[config.mk]
export PLATFORM = sky130hd
export DESIGN_NAME = subtractor_64_seq_flat
export DESIGN_NICKNAME = d
export VERILOG_FILES = /design/src/rtl/subtractor_64_seq_if.sv /design/src/rtl/subtractor_64_seq.sv /design/src/flat_wrapper.sv
export SDC_FILE = /design/constraint.sdc
export NUM_CORES = 1
export LEC_CHECK = 0
export CAP_MARGIN = 15
export CORE_ASPECT_RATIO = 1.5
export CORE_MARGIN = 8
export CORE_UTILIZATION = 51
export DETAILED_ROUTE_END_ITERATION = 7
export PLACE_DENSITY = 0.89
export SYNTH_ARGS = -nofsm -noshare
export SYNTH_HDL_FRONTEND = slang
export SYNTH_SLANG_ARGS = --single-unit
[constraint.sdc]
create_clock -name clk -period 5.07 [get_ports clk]
set_input_delay 1.014 -clock clk [delete_from_list [all_inputs] [get_ports clk]]
set_output_delay 1.014 -clock clk [all_outputs]
set_load 0.02 [all_outputs]
[src/rtl/subtractor_64_seq_if.sv]
// Operand/result handshake bundle for subtractor_64_seq.
// The ovf wire exists only when SUB_OVF_FLAG_EN is defined.
interface subtractor_64_seq_if #(
  parameter int unsigned WIDTH = 64
) ();
  logic             in_valid;
  logic             in_ready;
  logic [WIDTH-1:0] in1;
  logic [WIDTH-1:0] in2;
  logic             bin;
  logic             out_valid;
  logic             out_ready;
  logic [WIDTH-1:0] diff;
  logic             bout;
`ifdef SUB_OVF_FLAG_EN
  logic             ovf;
`endif

  modport master (
    output in_valid, in1, in2, bin, out_ready,
`ifdef SUB_OVF_FLAG_EN
    input  ovf,
`endif
    input  in_ready, out_valid, diff, bout
  );

  modport slave (
    input  in_valid, in1, in2, bin, out_ready,
`ifdef SUB_OVF_FLAG_EN
    output ovf,
`endif
    output in_ready, out_valid, diff, bout
  );
endinterface

[src/rtl/subtractor_64_seq.sv]
// Multi-cycle ripple-borrow subtractor: diff = in1 - in2 - bin, one CHUNK slice per cycle.
// Optional signed-overflow flag enabled by defining SUB_OVF_FLAG_EN.
module subtractor_64_seq #(
  parameter int unsigned WIDTH = 64,
  parameter int unsigned CHUNK = 16
) (
  input logic                clk,
  input logic                rst_n,
  subtractor_64_seq_if.slave bus
);
  localparam int unsigned NumChunks = WIDTH / CHUNK;
  localparam int unsigned IdxW      = (NumChunks > 1) ? $clog2(NumChunks) : 1;

  typedef enum logic [1:0] {StIdle, StRun, StDone} state_e;

  state_e                             state_q, state_d;
  logic [IdxW-1:0]                    idx_q, idx_d;
  logic [NumChunks-1:0][CHUNK-1:0]    a_q, a_d;
  logic [NumChunks-1:0][CHUNK-1:0]    b_q, b_d;
  logic [NumChunks-1:0][CHUNK-1:0]    diff_q, diff_d;
  logic                               borrow_q, borrow_d;
  logic                               bout_q, bout_d;
  logic                               in_ready_q, in_ready_d;
  logic                               out_valid_q, out_valid_d;
`ifdef SUB_OVF_FLAG_EN
  logic                               ovf_q, ovf_d;
`endif
  logic [CHUNK:0]                     slice_res;

  // Top bit of the (CHUNK+1)-bit result is the borrow out of this slice.
  always_comb begin
    slice_res = {1'b0, a_q[idx_q]} - {1'b0, b_q[idx_q]} - {{CHUNK{1'b0}}, borrow_q};
  end

  always_comb begin
    state_d     = state_q;
    idx_d       = idx_q;
    a_d         = a_q;
    b_d         = b_q;
    diff_d      = diff_q;
    borrow_d    = borrow_q;
    bout_d      = bout_q;
    in_ready_d  = in_ready_q;
    out_valid_d = out_valid_q;
`ifdef SUB_OVF_FLAG_EN
    ovf_d       = ovf_q;
`endif
    case (state_q)
      StIdle: begin
        if (bus.in_valid) begin
          a_d        = bus.in1;
          b_d        = bus.in2;
          borrow_d   = bus.bin;
          idx_d      = '0;
          in_ready_d = 1'b0;
          state_d    = StRun;
        end
      end
      StRun: begin
        diff_d[idx_q] = slice_res[CHUNK-1:0];
        borrow_d      = slice_res[CHUNK];
        idx_d         = idx_q + 1'b1;
        if (idx_q == IdxW'(NumChunks - 1)) begin
          bout_d      = slice_res[CHUNK];
`ifdef SUB_OVF_FLAG_EN
          // Two's-complement overflow: operand signs differ and result sign differs from in1.
          ovf_d       = (a_q[NumChunks-1][CHUNK-1] != b_q[NumChunks-1][CHUNK-1]) &&
                        (slice_res[CHUNK-1] != a_q[NumChunks-1][CHUNK-1]);
`endif
          idx_d       = '0;
          out_valid_d = 1'b1;
          state_d     = StDone;
        end
      end
      StDone: begin
        // in_ready rises one cycle later, so nothing is accepted on this edge.
        if (bus.out_ready) begin
          out_valid_d = 1'b0;
          in_ready_d  = 1'b1;
          state_d     = StIdle;
        end
      end
      default: state_d = StIdle;
    endcase
  end

  always_ff @(posedge clk) begin
    if (!rst_n) begin
      state_q     <= StIdle;
      idx_q       <= '0;
      a_q         <= '0;
      b_q         <= '0;
      diff_q      <= '0;
      borrow_q    <= 1'b0;
      bout_q      <= 1'b0;
      in_ready_q  <= 1'b1;
      out_valid_q <= 1'b0;
`ifdef SUB_OVF_FLAG_EN
      ovf_q       <= 1'b0;
`endif
    end else begin
      state_q     <= state_d;
      idx_q       <= idx_d;
      a_q         <= a_d;
      b_q         <= b_d;
      diff_q      <= diff_d;
      borrow_q    <= borrow_d;
      bout_q      <= bout_d;
      in_ready_q  <= in_ready_d;
      out_valid_q <= out_valid_d;
`ifdef SUB_OVF_FLAG_EN
      ovf_q       <= ovf_d;
`endif
    end
  end

  assign bus.in_ready  = in_ready_q;
  assign bus.out_valid = out_valid_q;
  assign bus.diff      = diff_q;
  assign bus.bout      = bout_q;
`ifdef SUB_OVF_FLAG_EN
  assign bus.ovf       = ovf_q;
`endif
endmodule

[src/flat_wrapper.sv]
// flat-port wrapper written by rule: the top's interface ports become plain ports
module subtractor_64_seq_flat 
#(
  parameter int unsigned WIDTH = 64,
  parameter int unsigned CHUNK = 16
)
  (clk, rst_n, bus_in_valid, bus_in1, bus_in2, bus_bin, bus_out_ready, bus_in_ready, bus_out_valid, bus_diff, bus_bout);
  subtractor_64_seq_if #(.WIDTH(WIDTH)) bus_i ();
  input logic clk;
  input logic rst_n;
  input wire logic [$bits(bus_i.in_valid)-1:0] bus_in_valid;
  input wire logic [$bits(bus_i.in1)-1:0] bus_in1;
  input wire logic [$bits(bus_i.in2)-1:0] bus_in2;
  input wire logic [$bits(bus_i.bin)-1:0] bus_bin;
  input wire logic [$bits(bus_i.out_ready)-1:0] bus_out_ready;
  output wire logic [$bits(bus_i.in_ready)-1:0] bus_in_ready;
  output wire logic [$bits(bus_i.out_valid)-1:0] bus_out_valid;
  output wire logic [$bits(bus_i.diff)-1:0] bus_diff;
  output wire logic [$bits(bus_i.bout)-1:0] bus_bout;
  assign bus_i.in_valid = bus_in_valid;
  assign bus_i.in1 = bus_in1;
  assign bus_i.in2 = bus_in2;
  assign bus_i.bin = bus_bin;
  assign bus_i.out_ready = bus_out_ready;
  assign bus_in_ready = bus_i.in_ready;
  assign bus_out_valid = bus_i.out_valid;
  assign bus_diff = bus_i.diff;
  assign bus_bout = bus_i.bout;
  subtractor_64_seq #(.WIDTH(WIDTH), .CHUNK(CHUNK)) u_core (.clk(clk), .rst_n(rst_n), .bus(bus_i));
endmodule
==> results.md, run 1 <==
* Status: finished, final reports clean
* Vias per std cell at between 5 and 6
* CTS resizes at 0
* CTS clk-pin slew, worst paths at roughly 80 ps
* Yosys top cell area share at between 40% and 50%
* Sw Ratio at a little under a third
* Mean Syn Cell Area at ~8.6 um2
* Min cycle time layout at roughly 4300 ps
* Row count at 60
* Largest cells by area after synthesis: dfxtp_1 43%, nand2_1 14%, a21boi_0 13%, mux4_2 7.7%, ha_1 4.3%
* Largest area contributor in the netlist: dfxtp_1
* Worst vdd ir at 0.186 mV
* CTS max path bufs at 2
* Most frequent cell after synthesis: nand2_1
* Worst-margin pin slew at 923 ps
* Drt wl/cell at ~18 um
* Worst Hold Class: reg2reg
* Total iterations of the first detailed-routing run at 5
* Fin. Hold Viols at 0
* Final setup viols at 0
* Area Overhead vs Synth at 28.3%
* Max Cap Viol at 0
* Fin util at roughly 67%
* Pre-CTS setup slack at 988 ps
* Hold wc startpoint: u_core.bus.diff[61]
* Post-synth EDFFs at 0
* Startpoint Class: flip-flop
* Max Clk Rate at between 200 and 250 MHz
* CTS sink cnt at 200
* CTS Hold Bufs at 0
* # Post-CTS Setup Buffers at 0
* Critical Path RT at ~5400 ps
* Synth Register Bits at 200
* Critical path class: reg2reg
* Total core area at 17900 um2
* Commonest cells post-synth: 358 x nand2_1, 200 x dfxtp_1, 159 x a21boi_0
* Yosys Warn Count at 0
* Die H at approximately 180 um
* Post-Layout Cell Count at ~1500
* First-pass GRT wire length at approximately 43000 um
* Synth Instances at about 1100
* Combinational Power Share at 24.1%
* Crit path from: u_core.idx_q[0]
* Tcrit/Tclk final at between 80% and 90%
* Psw at 1.24 mW
* Aggregate global-route resource usage at 23.2%
* Post-Syn Area at approximately 9300 um2
* Mapped Nets at around 1200
* TritonCTS clock tree: yes
* PortBufs at 199
* Clock skew at about 8.2 ps
* RSZ-0062 raised after global routing: no
* Initial antenna violation count at 1
* Int Power at about 2.8 mW
* Worst EP arrival at around 4600 ps
* Sequential area share after synthesis at a little over two fifths
* H-tree level count at 4
* Clk pwr share at around 33%
* Flop pwr share at a little over two fifths
* FF-to-FF Start: u_core.idx_q[0]
* Final wirelength at approximately 27000 um
* I/O pin count at 200
* Top FF cell, synth: dfxtp_1
* Setup slack, reg-to-reg at between 800 and 900 ps
* Initial Utilization at between 50% and 60%
* Die footprint at roughly 23000 um2
* Vias at ~8000
* Fin. max-slew vios at 0
* Final WS setup at between 800 and 900 ps
* Residual DRC at 0
* Max FO, Critical Path at 18
* Overflow after GRT at 0
* Placer Congestion at around 0.9
* Post-DRT Antenna Nets at 0
* Final HPWL DP at 19800 um
* Largest net degree at the start of global routing at roughly 110
* Layout cells sized above 1 at around 6.6%
* Initial DRC count at 564
* Fin nets at 1400
* Rel. slew slack at between 30% and 40%
* WHS at roughly 460 ps
* Placed insts at ~1400
* Worst setup EP type: flip-flop
* Number of global-route vias before repair at 8299
* Setup total negative slack at 0 ps
* P per Cell Area at between 300 and 400 nW/um2
* LEAKAGE at 4.57 nW
* Die W at 126 um
* Synth unique cells at between 40 and 50
* Ys async rst share at 0%
* Total CTS buffers at 17
* Clk Latency, worst-skew pair at ~430 ps
* Root buffer cell: clkbuf_16
[final timing paths]
check                        endpoint  depth (start not counted)
setup / recovery  u_core.bus.diff[28]                         12
hold / removal    u_core.bus.diff[61]                          2
setup reg to reg  u_core.bus.diff[28]                         12
hold reg to reg   u_core.bus.diff[61]                          2
[layout by cell type (no fill, tap or decap), types with 3 or more instances in the layout]
| master | Yosys | routed |
|---|---|---|
| clkbuf_16 | 0 | 17 |
| o21bai_1 | 3 | 3 |
| a21boi_0 | 159 | 159 |
| and2_1 | 10 | 10 |
| ha_1 | 32 | 32 |
| buf_4 | 0 | 8 |
| clkdlybuf4s50_1 | 0 | 198 |
| o21ai_0 | 24 | 24 |
| xor2_1 | 4 | 4 |
| clkinvlp_4 | 0 | 3 |
| o21ai_1 | 4 | 4 |
| nor2_1 | 17 | 16 |
| nand3_1 | 17 | 17 |
| a21oi_1 | 23 | 23 |
| xnor2_1 | 7 | 7 |
| a31oi_1 | 5 | 5 |
| mux4_2 | 32 | 32 |
| inv_6 | 0 | 4 |
| dfxtp_1 | 200 | 198 |
| nand2b_1 | 8 | 8 |
| nand2_1 | 358 | 358 |
| o211a_1 | 12 | 12 |
| o311ai_0 | 5 | 5 |
| inv_1 | 50 | 50 |
[power groups by stage]
| stage | combinational [mW] | clock, mW | sequential, mW |
|---|---|---|---|
| 2_1_floorplan | 0.587 | 0 | 1.77 |
| 3_3_place_gp | 0.949 | 0 | 1.76 |
| 3_5_place_dp | 0.961 | 0 | 1.76 |
| 4_1_cts | 0.969 | 1.34 | 1.73 |
| 5_1_grt | 1.06 | 1.41 | 1.74 |
| 6_report | 0.973 | 1.34 | 1.73 |
[critical path, cell delays in order (launching register included)]
cell and delay (ps):
dfxtp_2 740, buf_4 360, mux4_2 540, inv_1 80, ha_1 140, inv_1 40, ha_1 350, nand2_1 190
nor4_1 700, o21ai_0 240, xnor2_1 360, nand2_1 110, a21boi_0 280
[per-layer routing]
| metal | track usage [%] | part of all wire, % |
|---|---|---|
| met1 | 25.0 | 38 |
| met2 | 41.9 | 53 |
| met3 | 4.25 | 4.6 |
| met4 | 12.6 | 4.0 |
| met5 | 0 | 0 |
[area by class of cell]
class	count	area [um2]
Sequential cell	200	4010
Inverter	50	188
Clock inverter	11	113
Antenna cell	1	2.50
Fill cell	1449	5990
Timing Repair Buffer	207	2060
Tap cell	217	272
Clock buffer	21	460
Multi-Input combinational cell	757	4850
[registers in the layout, indices dropped and copies added (netlist names)]
name                  cells
u_core.a_q               64
u_core.b_q               64
u_core.borrow_q           1
u_core.bus.bout           1
u_core.bus.diff          64
u_core.bus.in_ready       1
u_core.bus.out_valid      1
u_core.idx_q              2
u_core.state_q            2
[metrics by stage]
stage	area [um2]	power, mW
global placement	11400	2.71
floorplan	9310	2.35
finish	12000	4.04
detailed placement	11400	2.72
CTS	11900	4.04
global route	12000	4.21
[kinds of logic (layout without fill, tap and decap cells)]
kind of cell	count (synthesis)	in the layout	synth area share (%)
compound gates	253	253	19.9
xor+xnor	11	11	1.03
fa+ha+maj	34	34	4.73
buf+inv	123	289	5.06
flops	200	200	43.0
mux	34	34	7.95
other cells	0	1	0
simple gates	425	425	18.3
No activity file was read; power rests on OpenSTA's default activity.
==> run 2: changes to the inputs <==
==> constraint.sdc (replaced) <==
create_clock -name clk -period 4.3 [get_ports clk]
set_input_delay 0.86 -clock clk [delete_from_list [all_inputs] [get_ports clk]]
set_output_delay 0.86 -clock clk [all_outputs]
set_load 0.02 [all_outputs]
==> run 2 against run 1 <==
Net effect:
- sequential share of layout area shrank 0.31 points
- fmax up 15%
- flip-flop and latch count unchanged
- hold slack got worse by 5.4 ps
- first-iteration DRC count fell by 7.3%
- largest cell class unchanged
- die area unchanged
- global-route usage about the same
- count of clock-buffer cells in the layout shrank 2
- setup slack got worse by 220 ps
- combinational power grew 18%
- non-clock buffer count rose by 2
==> results.md, run 2 (synthesized netlist as in run 1, its figures left out) <==
* Status: finished, final reports clean
* Residual DRC at 0
* Met2 GRT Util at 40.5%
* Total iterations of the first detailed-routing run at 5
* Slowest stage delay, CP at approximately 630 ps
* Overflow after GRT at 0
* Slowest stage cell, crit path: dfxtp_2
* Final HPWL DP at 20100 um
* RSZ-0062 raised after global routing: no
* Initial antenna violation count at 4
* CTS resizes at 0
* Largest net degree at the start of global routing at about 110
* Startpoint Class: flip-flop
* Worst EP arrival at around 4000 ps
* Tcrit/Tclk final at a little under nine tenths
* Critical Path RT at 4650 ps
* Worst path bufs/invs at 1
* Commonest non-fill, non-tap cell in the layout: nand2_1
* Die H at 182 um
* Post-DRT Antenna Nets at 0
* H-tree level count at 4
* CTS clk-pin slew, worst paths at roughly 70 ps
* Vias at 8040
* Worst Hold Class: reg2reg
* Levels on crit path at 11
* Hold Crit Depth at 2
* Most Frequent Cell on Critical Path: fa_1
* Final wirelength at between 20000 and 30000 um
* Worst-margin pin slew at roughly 800 ps
* Max Cap Viol at 0
* Setup total negative slack at 0 ps
* Worst r2r path cells at 11
* I/O pin count at 200
* CTS max path bufs at 2
* Most frequent cells in the layout: 358 x nand2_1, 198 x clkdlybuf4s50_1, 198 x dfxtp_1
* Drt wl/cell at approximately 18 um
* Total CTS buffers at 17
* Sink of the worst hold path: u_core.bus.diff[29]
* # Post-CTS Setup Buffers at 0
* Total core area at around 18000 um2
* Clock skew at between 10 and 15 ps
* Rel. slew slack at 45.8%
* PortBufs at a little under 200
* TritonCTS clock tree: yes
* Max Clk Rate at about 270 MHz
* CTS sink cnt at 200
* R2R Path End: u_core.bus.diff[28]
* CTS Hold Bufs at 0
* CP cell instances: mux4_2, fa_1, inv_1, fa_1, nand2b_1, a2111oi_4, nor4_1, o21ai_0, xnor2_1, nand2_1, a21boi_0
* Clk Latency, worst-skew pair at 430 ps
* Hold wc startpoint: u_core.bus.diff[29]
* Pwr Total at between 4 and 5 mW
* Multi-input logic area at 4850 um2
* Crit path from: u_core.idx_q[1]
* Fin. max-slew vios at 0
* Top Family by Delay on Critical Path: simple AND/OR/NAND/NOR gates
* Initial DRC count at around 520
* Aggregate global-route resource usage at between 20% and 30%
* LEAKAGE at ~4.6 nW
* FF-to-FF Start: u_core.idx_q[1]
* FILL cells at between 1000 and 1500
* Min cycle time layout at 3700 ps
* P per Cell Area at between 400 and 500 nW/um2
* Placer Congestion at approximately 0.87
* Worst vdd ir at 0.233 mV
* Row count at 60
* Final setup viols at 0
* GR peak layer: met2
* Max FO, Critical Path at 18
* GRT met1 Usage at between 20% and 30%
* Fin nets at approximately 1400
* Die W at 126 um
* GR Util met3 at between 5 and 6%
* Worst setup EP type: flip-flop
* Vias per std cell at ~5.5
* Sequential cell area at between 4000 and 5000 um2
* Area Overhead vs Synth at 29.5%
* Layout cells sized above 1 at a little under 7%
* Number of global-route vias before repair at 8210
* Initial Utilization at between 50% and 60%
* Setup slack, reg-to-reg at ~600 ps
* Fin. Hold Viols at 0
* Root buffer cell: clkbuf_16
* Die footprint at 22900 um2
* First-pass GRT wire length at between 40000 and 50000 um
* Critical path class: reg2reg
[run 2: how the worst max path moves through the flow]
stage	end
detailed placement	u_core.bus.diff[12]
finish	u_core.bus.diff[28]
global route	u_core.bus.diff[28]
global placement	u_core.bus.bout
CTS	u_core.bus.diff[28]
floorplan	u_core.bus.bout
[run 2: tightest hold or removal path: cells and delay by family (launching register included)]
family / cells / cell delay [ps]
and+or+nand+nor: 2 / 100
DFF: 1 / 310
[run 2: metal layers]
metal | share of wire, % | vias to the layer above
li1 | - | 3924
met1 | 36 | 3736
met2 | 51 | 284
met3 | 5.2 | 96
met4 | 7.6 | 0
met5 | 0 | -
[run 2: through the flow]
step / setup WS (ps) / hold WS, ps / util, % / cell area (um2) / std cells
finish: 598 / 453 / 67.2 / 12100 / 1469
global route: 386 / 475 / 67.2 / 12100 / 1469
CTS: 626 / 456 / 67.2 / 12100 / 1465
detailed placement: 699 / 444 / 63.6 / 11400 / 1433
global placement: 778 / 441 / 63.6 / 11400 / 1433
floorplan: 385 / 440 / - / 9310 / 1080
[run 2: area by class of cell]
cell class | instances | share of cell area [%]
diodes | 4 | 0.0830
clock buffers | 19 | 3.75
clock inverters | 13 | 1.52
inverters | 50 | 1.56
multi-input cells | 757 | 40.2
flip-flops and latches | 200 | 33.2
well taps | 217 | 2.25
repair buffers | 209 | 17.4
[run 2: power breakdown]
group | total, mW | switching, mW | internal (mW) | leakage, nW
clock | 1.69 | 0.765 | 0.920 | 0.311
sequential | 2.03 | 0.0719 | 1.96 | 1.64
combinational | 1.15 | 0.657 | 0.497 | 2.68
total | 4.87 | 1.49 | 3.38 | 4.63
==> run 3: changes to the inputs <==
--- a/config.mk
+++ b/config.mk
@@ -10,7 +10,9 @@
 export CORE_MARGIN = 8
 export CORE_UTILIZATION = 51
 export DETAILED_ROUTE_END_ITERATION = 7
+export GPL_ROUTABILITY_DRIVEN = 0
 export PLACE_DENSITY = 0.89
+export SLEW_MARGIN = 25
 export SYNTH_ARGS = -nofsm -noshare
 export SYNTH_HDL_FRONTEND = slang
 export SYNTH_SLANG_ARGS = --single-unit
==> run 3 against run 2 <==
Net effect:
- fmax down 7.3%
- sequential power barely moved
- die area unchanged
- first-iteration DRC count is 30% higher
- power increased by 0.61%
- cell count about the same
- wire length is 1.5% lower
- critical path type unchanged
- highest routed layer unchanged
==> results.md, run 3 (synthesized netlist as in run 1, its figures left out) <==
* Met2 GRT Util at between 40 and 50%
* Final HPWL DP at 19700 um
* Post-DRT Antenna Nets at 0
* CTS clk-pin slew, worst paths at about 70 ps
* Final instance area at ~12000 um2
* Max FO, Critical Path at 17
* Area of placed instances at ~11000 um2
* Final wirelength at approximately 27000 um
* Layout cells sized above 1 at 7.11%
* Clock skew at 8.73 ps
* Post-Layout Cell Count at 1470
* Max Cap Viol at 0
* Fin. Hold Viols at 0
* Initial DRC count at a little under 700
* CTS max path bufs at 2
* P per Cell Area at just over 400 nW/um2
* Worst-margin pin slew at between 800 and 900 ps
* Die H at between 150 and 200 um
* GR Util met3 at between 4 and 5%
* Worst Hold Class: reg2reg
* Vias per std cell at roughly 5.5
* Fin. max-slew vios at 0
* Hold Crit Depth at 2
* Hold wc startpoint: u_core.bus.diff[29]
* Root buffer cell: clkbuf_16
* Min cycle time layout at about 4000 ps
* CTS Hold Bufs at 0
* CTS sink cnt at 200
* Critical Path RT at ~4700 ps
* Total CTS buffers at 17
* Clk Latency, worst-skew pair at around 440 ps
* Die W at between 100 and 150 um
* Startpoint Class: flip-flop
* Critical path class: reg2reg
* Worst setup EP type: flip-flop
* First-pass GRT wire length at about 43000 um
* Total core area at between 15000 and 20000 um2
* Overflow after GRT at 0
* Largest net degree at the start of global routing at about 110
* Number of global-route vias before repair at ~8400
* H-tree level count at 4
* Total iterations of the first detailed-routing run at 5
* # Post-CTS Setup Buffers at 0
* Initial Utilization at between 50 and 60%
* TritonCTS clock tree: yes
* CTS resizes at 0
* Max Clk Rate at 250 MHz
* Setup slack, reg-to-reg at around 310 ps
* Commonest non-fill, non-tap cell in the layout: nand2_1
* Final setup viols at 0
* Worst EP arrival at between 4000 and 5000 ps
* Placed insts at around 1400
* Aggregate global-route resource usage at a little under a quarter
* Area Overhead vs Synth at 29.5%
* PortBufs at between 150 and 200
* I/O pin count at 200
* LEAKAGE at roughly 4.6 nW
* Status: finished, final reports clean
* Residual DRC at 0
* Drt wl/cell at about 18 um
* Row count at 60
* Fin nets at approximately 1400
* GRT met1 Usage at between 20% and 30%
* FILL cells at 1377
* Rel. slew slack at 45.4%
* Vias at just over 8000
* FF-to-FF Start: u_core.idx_q[0]
* Worst r2r path cells at 12
* Most frequent cells in the layout: 358 x nand2_1, 198 x clkdlybuf4s50_1, 198 x dfxtp_1
* RSZ-0062 raised after global routing: no
* Die footprint at 22900 um2
* Worst vdd ir at between 0.2 and 0.3 mV
* Setup total negative slack at 0 ps
* Tcrit/Tclk final at approximately 93%
* GR peak layer: met2
* Initial antenna violation count at 2
* Crit path from: u_core.idx_q[0]
-- run 3: cell type report --
| type | instances | area (um2) | area share, % |
|---|---|---|---|
| clock buffer | 18 | 429 | 3.56 |
| timing repair buffer | 212 | 2100 | 17.4 |
| inverter | 50 | 188 | 1.56 |
| tap | 217 | 272 | 2.25 |
| sequential | 200 | 4010 | 33.2 |
| multi-input combinational | 757 | 4850 | 40.2 |
| clock inverter | 14 | 208 | 1.72 |
| antenna | 2 | 5.00 | 0.0415 |
-- run 3: routing by layer --
layer	up-vias	share of wire (%)	wire length (um)
met1	3814	37	9720
met2	318	53	14200
met5	-	0	0
met4	0	4.8	1280
met3	71	5.5	1460
li1	3926	-	-
-- run 3: stage by stage --
stage               power (mW)  util (%)  setup slack, ps  hold WS (ps)
global route              5.10      67.2             42.3           479
global placement          3.17      63.6              536           443
CTS                       4.89      67.2              303           457
floorplan                 2.78         -              385           440
finish                    4.90      67.2              305           455
detailed placement        3.20      63.6              321           446
-- run 3: final timing paths --
path / end
min reg2reg: u_core.bus.diff[29]
min: u_core.bus.diff[29]
max reg2reg: u_core.bus.diff[11]
max: u_core.bus.diff[11]
-- run 3: power breakdown --
part	internal [mW]	leakage, nW	switching (mW)
sequential	1.96	1.64	0.0730
combinational	0.498	2.69	0.659
clock	0.946	0.307	0.765
-- run 3: worst max-delay path, stage by stage (launching register included) --
cell      delay (ps)
dfxtp_2          650
buf_4            290
mux4_2           530
ha_1             330
inv_1             70
ha_1             370
a21oi_1          250
nand2_1          130
o31ai_4          440
o21bai_1         160
xor2_1           370
nand2_1           90
a21boi_0         210
